File: config.mk
export PLATFORM = sky130hd
export DESIGN_NAME = palette_fade_ctrl
export DESIGN_NICKNAME = d
export VERILOG_FILES = /design/src/rtl/palette_fade_pkg.sv /design/src/rtl/pal_scale.sv /design/src/rtl/palette_fade_ctrl.sv
export SDC_FILE = /design/constraint.sdc
export NUM_CORES = 1
export LEC_CHECK = 0
export CAP_MARGIN = 20
export CORE_MARGIN = 10
export CORE_UTILIZATION = 60
export CTS_CLUSTER_DIAMETER = 80
export DETAILED_ROUTE_END_ITERATION = 16
export PLACE_DENSITY = 0.89
export RECOVER_POWER = 50
export REMOVE_ABC_BUFFERS = 1
export SYNTH_ARGS = -nofsm -noshare
export SYNTH_HDL_FRONTEND = slang
export SYNTH_HIERARCHICAL = 1
export SYNTH_SLANG_ARGS = --single-unit
File: constraint.sdc
create_clock -name clk -period 6.1 [get_ports clk]
set_input_delay 1.22 -clock clk [delete_from_list [all_inputs] [get_ports clk]]
set_output_delay 1.22 -clock clk [all_outputs]
set_load 0.05 [all_outputs]
File: src/rtl/palette_fade_pkg.sv
// Shared types and constants for the palette fade controller.
package palette_fade_pkg;

  localparam int LEVEL_W   = 5;
  localparam int LEVEL_MAX = 16;

  typedef enum logic [1:0] {
    IDLE   = 2'd0,
    FADING = 2'd1,
    FINISH = 2'd2
  } fade_state_t;

  typedef struct packed {
    logic [3:0] r;
    logic [3:0] g;
    logic [3:0] b;
  } rgb444_t;

endpackage

File: src/rtl/pal_scale.sv
// One colour channel scaled by the fade level: (c * level) >> 4, combinational.
module pal_scale
  import palette_fade_pkg::*;
(
  input  logic [3:0]         c,
  input  logic [LEVEL_W-1:0] level,
  output logic [3:0]         y
);

  logic [8:0] prod;
  logic       unused_prod;

  assign prod = {5'd0, c} * {4'd0, level};
  // Level 16 puts c exactly into [7:4]; bit 8 can never be set with level <= 16.
  assign y           = prod[7:4];
  assign unused_prod = ^{prod[8], prod[3:0]};

endmodule

File: src/rtl/palette_fade_ctrl.sv
// Frame-synchronous palette fade: level FSM plus a 2-stage scaled pixel path.
// Optional macro PALETTE_FADE_REVERSE_EN lets an opposite-direction request reverse a running fade.
module palette_fade_ctrl #(
  parameter int FRAMES_PER_STEP = 4,
  parameter int LEVEL_MAX       = palette_fade_pkg::LEVEL_MAX
) (
  input  logic       clk,
  input  logic       reset_n,
  input  logic       frame_start,
  input  logic       fade_req,
  input  logic       fade_dir,
  output logic       busy,
  output logic       done,
  output logic [4:0] level,
  input  logic       pix_valid_in,
  input  logic [3:0] index_in,
  output logic [3:0] pal_index,
  input  logic [3:0] pal_red,
  input  logic [3:0] pal_green,
  input  logic [3:0] pal_blue,
  output logic       pix_valid_out,
  output logic [3:0] red,
  output logic [3:0] green,
  output logic [3:0] blue
);

  import palette_fade_pkg::*;

  localparam int                 STAGES   = 2;
  localparam logic [LEVEL_W-1:0] LVL_TOP  = LEVEL_W'(LEVEL_MAX);
  localparam logic [7:0]         CNT_LAST = 8'(FRAMES_PER_STEP - 1);

  fade_state_t        state, state_n;
  logic [LEVEL_W-1:0] level_q, level_n;
  logic [7:0]         cnt, cnt_n;
  logic               dir, dir_n;
  logic [LEVEL_W-1:0] tgt, req_tgt;

  assign tgt     = dir      ? '0 : LVL_TOP;
  assign req_tgt = fade_dir ? '0 : LVL_TOP;

  always_ff @(posedge clk or negedge reset_n) begin
    if (!reset_n) begin
      state   <= IDLE;
      level_q <= LVL_TOP;
      cnt     <= '0;
      dir     <= 1'b0;
    end else begin
      state   <= state_n;
      level_q <= level_n;
      cnt     <= cnt_n;
      dir     <= dir_n;
    end
  end

  always_comb begin
    state_n = state;
    level_n = level_q;
    cnt_n   = cnt;
    dir_n   = dir;
    case (state)
      IDLE: begin
        if (fade_req) begin
          dir_n   = fade_dir;
          cnt_n   = '0;
          state_n = (level_q == req_tgt) ? FINISH : FADING;
        end
      end
      FADING: begin
`ifdef PALETTE_FADE_REVERSE_EN
        if (fade_req && (fade_dir != dir)) begin
          dir_n = fade_dir;
          cnt_n = '0;
          if (level_q == req_tgt) state_n = FINISH;
        end else
`endif
        if (frame_start) begin
          if (cnt == CNT_LAST) begin
            cnt_n = '0;
            // Guarded step keeps level saturated at either end.
            if (level_q != tgt) level_n = dir ? level_q - 1'b1 : level_q + 1'b1;
            if (level_n == tgt) state_n = FINISH;
          end else begin
            cnt_n = cnt + 8'd1;
          end
        end
      end
      FINISH:  state_n = IDLE;
      default: state_n = IDLE;
    endcase
  end

  assign busy      = (state == FADING);
  assign done      = (state == FINISH);
  assign level     = level_q;
  assign pal_index = index_in;

  // Pixel path: stage 1 captures palette RGB + level, stage 2 holds the scaled colour.
  logic [STAGES:1]    vld_pipe;
  rgb444_t            s1_rgb, s2_rgb;
  logic [LEVEL_W-1:0] s1_lvl;
  logic [2:0][3:0]    s1_c, sc;

  assign s1_c = s1_rgb;

  always_ff @(posedge clk or negedge reset_n) begin
    if (!reset_n) begin
      vld_pipe <= '0;
      s1_rgb   <= '0;
      s1_lvl   <= '0;
      s2_rgb   <= '0;
    end else begin
      vld_pipe <= {vld_pipe[1], pix_valid_in};
      s1_rgb   <= pix_valid_in ? rgb444_t'({pal_red, pal_green, pal_blue}) : '0;
      s1_lvl   <= level_q;
      s2_rgb   <= vld_pipe[1] ? rgb444_t'(sc) : '0;
    end
  end

  for (genvar ch = 0; ch < 3; ch++) begin : g_ch
    pal_scale u_scale (
      .c     (s1_c[ch]),
      .level (s1_lvl),
      .y     (sc[ch])
    );
  end

  assign pix_valid_out = vld_pipe[STAGES];
  assign red           = s2_rgb.r;
  assign green         = s2_rgb.g;
  assign blue          = s2_rgb.b;

endmodule

==> results of run 1 <==
cell usage in the layout, fill, tap and decap left out, types with 5 or more instances in the layout:
| cell | netlist | routed |
|---|---|---|
| nand2_1 | 31 | 31 |
| a21oi_1 | 10 | 10 |
| o21ai_0 | 11 | 11 |
| clkbuf_8 | 0 | 5 |
| fa_1 | 16 | 16 |
| clkdlybuf4s50_1 | 0 | 35 |
| inv_1 | 22 | 22 |
| and2_1 | 51 | 51 |
| dfrtp_1 | 46 | 46 |
| ha_1 | 31 | 31 |
| xor2_1 | 12 | 12 |
| and2_2 | 6 | 6 |
| xnor2_1 | 14 | 14 |
| nor2_1 | 20 | 20 |
per-layer routing:
layer  up-vias  GRT usage (%)  wire [um]
li1       1168              -          -
met1      1154           17.5       2630
met2        74           24.6       3070
met3        18           4.16        450
met4         0           6.73        161
met5         -              0          0
final timing paths:
check	startpoint	slack, ns	to	depth (start not counted)
min	cnt[1]$_DFFE_PN0P_	0.52	cnt[1]$_DFFE_PN0P_	2
max in group asynchronous	reset_n	3.14	s1_c[5]$_DFF_PN0_	2
min in group asynchronous	reset_n	1.00	red[1]$_DFF_PN0_	1
min reg2reg	cnt[1]$_DFFE_PN0P_	0.52	cnt[1]$_DFFE_PN0P_	2
max	state[1]$_DFFE_PN0P_	2.98	busy	3
max reg2reg	s1_lvl[2]$_DFF_PN0_	3.04	blue[3]$_DFF_PN0_	11
sequential cells by signal, summed over array words and instances, names as in the netlist:
register and cells:
state 2, s1_c 12, vld_pipe 2, dir 1, s1_lvl 5, red 4
level 5, blue 4, cnt 8, green 4
stage by stage:
stage | setup WS [ns] | total power, mW | instances
floorplan | 3.28 | 0.896 | 323
global placement | 3.19 | 1.04 | 432
detailed placement | 3.06 | 1.07 | 432
CTS | 2.96 | 1.31 | 440
global route | 2.70 | 1.39 | 441
finish | 2.98 | 1.30 | 441
power by group through the flow:
stage	clock, mW	combinational [mW]	sequential, mW
2_1_floorplan	0	0.368	0.528
3_3_place_gp	0	0.577	0.467
3_5_place_dp	0	0.601	0.470
4_1_cts	0.235	0.606	0.465
5_1_grt	0.241	0.672	0.481
6_report	0.228	0.603	0.466
area by class of cell:
class	count	area, um2
multi-input cells	254	2070
clock buffers	6	72.6
inverters	22	82.6
repair buffers	38	368
clock inverters	2	37.5
well taps	72	90.1
flip-flops and latches	47	1180
fillers	427	1600
worst max-delay path: cells and delay by family, from the launching register on:
kind | cells | cell delay, ns
and+or+nand+nor | 1 | 0.22
buffers and inverters | 2 | 0.95
DFF | 1 | 0.43
logic make-up after synthesis:
| group | count (synthesis) | synth area share (%) |
|---|---|---|
| compound gates | 44 | 9.79 |
| xor+xnor | 26 | 6.72 |
| fa+ha+maj | 47 | 20.9 |
| buf+inv | 30 | 4.03 |
| flops | 47 | 34.7 |
| mux | 3 | 0.923 |
| simple gates | 134 | 22.9 |
==> results by group, run 1 <==
Status
  • Status: complete, but fails checks
  • Failing checks: capacitance limit, slew limit

Yosys
  • EDFF count, synth: 0
  • Synth cell count leaders: and2_1 (51), dfrtp_1 (46), ha_1 (31), nand2_1 (31), inv_1 (22)
  • Ys async rst share: 100%
  • Ys flop type: dfrtp_1
  • Post-synth top area share: between 30% and 40%
  • Synth area leader: dfrtp_1
  • Synth area leaders: dfrtp_1 (34%), ha_1 (11%), fa_1 (9.5%)
  • Synth Cell Area: approximately 3400 um2
  • Yosys warns: 6
  • Post-synthesis sequential area ratio: 34.7%
  • Mean post-synth cell area: 10.2 um2
  • Post-synthesis cell type count: 49
  • Yosys reg bits: 47
  • Count leader, synth: and2_1
  • Post-Synthesis Cells: approximately 330

STA
  • Relative slew slack: -6.78%
  • RSZ-0062 raised after global routing: no
  • Hold Fails Final Rpt: 0
  • Setup-failing EPs final: 0
  • Tcrit/Tclk final: just over 50%
  • Clk_skew: roughly 0.0073 ns
  • Setup TNS Final: 0 ns
  • Slew Viols, Final: 32
  • WHS: roughly 0.52 ns
  • Slew at the pin closest to its max-slew limit: 1.60 ns
  • Min cycle time layout: around 3.1 ns
  • FMAX: ~320 MHz

Pwr
  • Pwr/cell area: 332 nW/um2
  • Switching power of the nets: between 500 and 600 uW
  • Pleak: 1.96 nW
  • Comb power frac: ~47%
  • Clock Power Share: between 10% and 20%
  • Reg power frac: a little over a third
  • Internal power: 732 uW
  • Switching share of power: a little over two fifths
  • Peak supply drop: roughly 0.42 mV

Clock tree
  • Setup Buffers After CTS: 0
  • Clock Path Buffers: 2
  • CTS tree: done
  • Worst-path clk slew: roughly 0.090 ns
  • Hold buffers post-CTS: 0
  • Htree depth: 2
  • Clk root buf: clkbuf_8
  • Gates resized, CTS repair: 0
  • Clk sinks: between 40 and 50
  • Worst-skew pair later-pin latency: about 0.30 ns
  • TritonCTS buffer count: 5

Floorplanning
  • Starting Density: 61.5%
  • # IOs: 46
  • Die Footprint: about 9100 um2
  • Site Rows: 27
  • Die W: roughly 95 um
  • Die height: around 95 um
  • Core Area: approximately 5500 um2

Hold path
  • Hold WC Path Type: flop to flop

Placed design
  • Area post-placement: between 3000 and 4000 um2
  • Post-DP HPWL: 4.94 mm
  • Gp weighted congestion: just under 0.9
  • Port Buf Inserts: 37

Worst setup path
  • Critical Path Start Type: flop
  • Slowest cell on crit path: clkdlybuf4s50_1
  • Critical Path AT: approximately 1.9 ns
  • WS Path Type: flop to primary output
  • CP peak stage delay: a little over 0.8 ns
  • CP Capture Type: primary output
  • Critical Path, Cell by Cell: nand2b_1 > inv_1 > clkdlybuf4s50_1
  • Worst-path fanout max: 6
  • WP data required: 4.88 ns

Global routing
  • Gr usage total: roughly 15%
  • Via count of the first global-routing pass: approximately 2.5k
  • Largest net degree at the start of global routing: 48
  • First-pass GRT wire length: around 11 mm
  • Antenna violations before repair: 0
  • Overflow after GRT: 0

Finish
  • Share of post-route cells with drive strength above 1: under 10%
  • Area Growth Syn to Fin: 15.2%
  • Design area: approximately 4000 um2
  • Nets: between 400 and 500
  • Final core occ: a little under three quarters
  • Antenna diode count: 0

Drt
  • Total Wirelength: approximately 6.3 mm
  • DRT iter0 DRCs: 71
  • DRC viols: 0
  • Routed Antenna Nets: 0
  • Routed vias: 2414
  • Drt first pass iters: 4
  • Via-to-Cell Ratio: 5.47
  • DR WL/cell: between 10 and 15 um

Job
  • Max_cap viols: 1
No activity file was read; power rests on OpenSTA's default activity.
==> run 2, diff against run 1 <==
- CORE_UTILIZATION: 60 -> 56
- PLACE_DENSITY: 0.89 -> 0.84
- clock period: 6.1 -> 3 ns (I/O delays scaled with it)
==> run 2 against run 1 <==
- critical path type is now flop to flop
- register-to-register slack worse by 2.9 ns
- cell area is 3.5% higher
- worst setup slack worse by 2.8 ns
- worst hold slack worse by 0.16 ns
- global-route usage is 0.78 points lower
- first-iteration DRC count is 94% higher
- the flow now finishes without violations
- final cell count is 2.9% higher
- sequential share of layout area is 0.92 points lower
- sequential power is 100% higher
==> results by group, run 2 (synthesis gave the netlist of run 1 again) <==
Status
  • Status: completed

Drt
  • Total Wirelength: 6.75 mm
  • Routed Antenna Nets: 0
  • Drt first pass iters: 7
  • Via-to-Cell Ratio: between 5 and 6
  • DRC viols: 0
  • DRT iter0 DRCs: between 100 and 150
  • DR WL/cell: about 15 um
  • Routed vias: 2484

Worst setup path
  • CP Capture Type: flop
  • Critical Path Start Type: flop
  • Critical Path AT: slightly above 3 ns
  • Worst-path fanout max: 6
  • WP data required: ~3.2 ns
  • WS Path Type: flop to flop

Floorplanning
  • Die Footprint: around 9600 um2
  • # IOs: 46
  • Core Area: 5890 um2
  • Die W: 97.8 um
  • Starting Density: 57.6%
  • Die height: 97.8 um
  • Site Rows: 28

Global routing
  • Via count of the first global-routing pass: around 2.6k
  • Largest net degree at the start of global routing: 48
  • First-pass GRT wire length: approximately 12 mm
  • Antenna violations before repair: 0
  • Gr usage total: 14.1%
  • Overflow after GRT: 0

STA
  • FMAX: 351 MHz
  • Hold Fails Final Rpt: 0
  • Slew Viols, Final: 0
  • Setup-failing EPs final: 0
  • Final WS setup: 0.154 ns
  • Relative slew slack: 44.8%
  • Setup TNS Final: 0 ns
  • WHS: around 0.36 ns
  • Slew at the pin closest to its max-slew limit: between 0.8 and 0.9 ns
  • Clk_skew: 0.00512 ns
  • RSZ-0062 raised after global routing: no
  • Min cycle time layout: 2.85 ns
  • Tcrit/Tclk final: around 95%

Finish
  • Multi-input logic area: ~2100 um2
  • Commonest non-fill, non-tap cells in the layout: and2_1 (50), dfrtp_1 (43), clkdlybuf4s50_1 (35)
  • Antenna diode count: 0
  • Nets: 447
  • Register area: approximately 1200 um2
  • Max FFs per register: 12
  • Fill count: approximately 450
  • Share of post-route cells with drive strength above 1: 14.5%
  • Area Growth Syn to Fin: 19.2%
  • Commonest non-fill, non-tap cell in the layout: and2_1

Clock tree
  • Clock Path Buffers: 2
  • TritonCTS buffer count: 5
  • Htree depth: 2
  • Worst-path clk slew: approximately 0.09 ns
  • Worst-skew pair later-pin latency: approximately 0.30 ns
  • Clk root buf: clkbuf_8
  • Clk sinks: 47
  • CTS tree: done

Placed design
  • Port Buf Inserts: 37
  • Post-DP HPWL: between 5 and 6 mm
  • Gp weighted congestion: approximately 0.86
  • Setup slack at placement: 0.0655 ns

Hold path
  • Hold WC Path Type: input port to async pin

Pwr
  • Pwr/cell area: slightly below 700 nW/um2
  • Pleak: 2.02 nW
  • Peak supply drop: around 0.77 mV

Job
  • Max_cap viols: 0
-- run 2: worst paths after layout --
check	start	end	slack (ns)	cells past startpoint
setup / recovery	s1_lvl[1]$_DFF_PN0_	red[3]$_DFF_PN0_	0.15	11
hold / removal	reset_n	green[1]$_DFF_PN0_	0.36	1
setup reg to reg	s1_lvl[1]$_DFF_PN0_	red[3]$_DFF_PN0_	0.15	11
hold reg to reg	cnt[1]$_DFFE_PN0P_	cnt[1]$_DFFE_PN0P_	0.51	2
max in group asynchronous	reset_n	level[4]$_DFFE_PN1P_	1.92	2
min in group clk	cnt[1]$_DFFE_PN0P_	cnt[1]$_DFFE_PN0P_	0.51	2
-- run 2: metal layers --
layer  track usage, %  vias to the layer above  routed length [um]
li1                 -                     1193                   -
met1             16.5                     1209                2870
met2             24.5                       75                3380
met3             4.51                        7                 431
met4             3.02                        0                  73
met5                0                        -                   0
-- run 2: repair_timing --
| action | in CTS | in global routing |
|---|---|---|
| endpoints found under the setup margin | 0 | 5 |
| hold buffers | 0 | 0 |
| buffers inserted | 0 | 5 |
| gates resized for setup | 0 | 9 |
-- run 2: area by class of cell --
class	instances	area share, %
multi-input combinational	254	52.1
sequential	47	29.3
timing repair buffer	48	11.2
tap	75	2.32
clock buffer	6	2.05
inverter	22	2.05
clock inverter	2	0.961
-- run 2: per-stage QoR --
stage                     power [mW]  cells  utilization, %  area, um2
final                           2.77    454            68.6       4040
after global routing            2.97    454            68.6       4040
after CTS                       2.73    448            67.2       3950
after detailed placement        2.22    440            65.1       3830
after global placement          2.16    440            65.1       3830
after floorplan                 1.82    323               -       3330
-- run 2: power by group --
part / switching, mW / leakage [nW] / total [mW] / internal (mW)
clock network: 0.224 / 0.0618 / 0.498 / 0.274
logic: 0.790 / 1.35 / 1.34 / 0.551
registers: 0.183 / 0.614 / 0.936 / 0.754
total: 1.20 / 2.02 / 2.77 / 1.58
-- run 2: critical path, stage by stage, from the launching register on --
cell and delay [ns]:
dfrtp_2 0.45, and2_1 0.19, fa_1 0.53, inv_1 0.05, fa_1 0.52, inv_1 0.04, ha_1 0.31, a21oi_2 0.12
o21ai_0 0.08, a41oi_1 0.20, xnor2_1 0.10, and2_1 0.16
==> run 3, diff against run 2 <==
- CORE_MARGIN: 10 -> unset
==> run 3 against run 2 <==
- worst setup slack got worse by 0.056 ns
- worst hold slack improved by 0.14 ns
- largest cell class unchanged
- sequential cell count stayed put
- via count up 0.28%
- clock power decreased by 16%
- clock-buffer cell count increased by 2
- wire length down 0.80%
- global-route usage rose by 10 points
- final cell count down 0.66%
- register-to-register slack got worse by 0.06 ns
==> results by group, run 3 (synthesis gave the netlist of run 1 again) <==
Floorplanning
  • Die Footprint: about 6400 um2
  • # IOs: 46
  • Die height: between 70 and 80 um
  • Die W: between 70 and 80 um
  • Site Rows: 27
  • Starting Density: about three fifths
  • Core Area: between 5000 and 6000 um2

Clock tree
  • CTS tree: done
  • TritonCTS buffer count: 5
  • Clock Path Buffers: 2
  • Worst-path clk slew: 0.08 ns
  • Worst-skew pair later-pin latency: roughly 0.3 ns
  • Htree depth: 2
  • Clk sinks: 47
  • Clk root buf: clkbuf_8

Placed design
  • Port Buf Inserts: 37
  • Gp weighted congestion: around 0.80
  • Setup slack at placement: between 0.04 and 0.05 ns
  • Placed Instances: roughly 440
  • Post-DP HPWL: between 4 and 5 mm

STA
  • Hold Fails Final Rpt: 0
  • Slew Viols, Final: 0
  • WHS: 0.503 ns
  • Setup-failing EPs final: 0
  • Min cycle time layout: between 2 and 3 ns
  • Setup TNS Final: 0 ns
  • Final WS setup: roughly 0.1 ns
  • Tcrit/Tclk final: a little over nine tenths
  • Relative slew slack: between 10% and 20%
  • FMAX: 345 MHz
  • Slew at the pin closest to its max-slew limit: between 1 and 1.5 ns
  • Clk_skew: around 0.0042 ns

Global routing
  • Largest net degree at the start of global routing: between 40 and 50
  • Antenna violations before repair: 0
  • Gr usage total: ~24%
  • First-pass GRT wire length: ~12 mm
  • Via count of the first global-routing pass: 2611
  • Overflow after GRT: 0

Worst setup path
  • WS Path Type: flop to flop
  • RR Startpoint: s1_lvl[1]$_DFF_PN0_
  • Buffers & Inverters on Critical Path: 2
  • Worst-path fanout max: 6
  • Critical Path AT: slightly above 3 ns
  • WP data required: approximately 3.2 ns
  • Slowest cell on crit path: fa_1
  • Flop-to-flop setup slack: just under 0.1 ns
  • CP Capture Type: flop
  • Crit path max-delay family: adder cells
  • Critical Path, Cell by Cell: and2_1 > fa_1 > inv_1 > fa_1 > inv_1 > ha_4 > a21oi_2 > o21ai_0 > a41oi_1 > xnor2_1 > and2_1
  • Worst R2R End: green[3]$_DFF_PN0_
  • Critical Path Start Type: flop
  • CP startpoint: s1_lvl[1]$_DFF_PN0_
  • FF-to-FF path depth: 11
  • CP peak stage delay: around 0.54 ns

Hold path
  • Hold WC Path Type: flop to flop
  • Hold endpoint: s1_lvl[3]$_DFF_PN0_
  • WHS Path Cells: 0
  • HP Start: level[3]$_DFFE_PN0P_

Finish
  • Final core occ: a little over two thirds
  • Max FFs per register: 12
  • Nets: about 450
  • Multi-input logic area: between 2000 and 2500 um2
  • Commonest non-fill, non-tap cell in the layout: and2_1
  • Register area: around 1200 um2
  • Share of post-route cells with drive strength above 1: between 10 and 15%
  • Antenna diode count: 0
  • Layout Cells excl Fill: 451
  • Commonest non-fill, non-tap cells in the layout: and2_1 (50), dfrtp_1 (43), clkdlybuf4s50_1 (35)
  • Area Growth Syn to Fin: 18.6%
  • Fill count: between 400 and 500

Job
  • Max_cap viols: 0

Pwr
  • Comb power frac: 49.4%
  • Reg power frac: 35.0%
  • Internal power: ~1.5 mW
  • Peak supply drop: a little under 0.7 mV
  • Switching power of the nets: ~1.2 mW
  • Pwr/cell area: 668 nW/um2
  • Pleak: 2.00 nW
  • Switching share of power: a little over two fifths
  • Clock Power Share: 15.6%

Status
  • Status: completed

Drt
  • Drt first pass iters: 4
  • Total Wirelength: 6.69 mm
  • DRC viols: 0
  • Routed Antenna Nets: 0
  • DRT iter0 DRCs: approximately 110
  • Routed vias: 2491
  • DR WL/cell: between 10 and 15 um
  • Via-to-Cell Ratio: 5.52
[run 3: repair_timing]
| item | 4_1_cts | 5_1_grt |
|---|---|---|
| endpoints found under the setup margin | 0 | 6 |
| resized for setup | 0 | 10 |
| setup buffers | 0 | 3 |
| hold buffers | 0 | 0 |
[run 3: worst max path at each step]
stage                     slack [ns]  cells after the start                 end
after detailed placement        0.05                     11  green[3]$_DFF_PN0_
final                            0.1                     11  green[3]$_DFF_PN0_
after floorplan                 0.18                     11   blue[3]$_DFF_PN0_
after global placement          0.15                     11    red[3]$_DFF_PN0_
after global routing           -0.02                     11  green[3]$_DFF_PN0_
after CTS                       0.03                     11    red[3]$_DFF_PN0_
[run 3: layout make-up]
type / instances / share of cell area, %
flip-flops and latches: 47 / 29.4
repair buffers: 48 / 10.9
clock buffers: 8 / 2.49
well taps: 72 / 2.24
inverters: 22 / 2.06
multi-input cells: 254 / 52.9
[run 3: power groups by stage]
stage	sequential, mW	combinational [mW]	clock (mW)
final	0.939	1.33	0.419
after CTS	0.944	1.28	0.430
after global routing	0.966	1.48	0.456
after floorplan	1.07	0.748	0
after detailed placement	0.955	1.27	0
after global placement	0.946	1.21	0
[run 3: per-stage QoR]
stage               total power [mW]  cell area, um2
detailed placement              2.22            3840
finish                          2.68            4020
global route                    2.90            4020
CTS                             2.65            3940
floorplan                       1.82            3330
global placement                2.16            3840
[run 3: routing by layer]
metal  vias up  wire (um)  track usage [%]
li1       1197          -                -
met1      1203       3010             32.1
met2        76       3250             39.1
met3        15        286             4.57
met4         0        140             9.11
met5         -          0                0
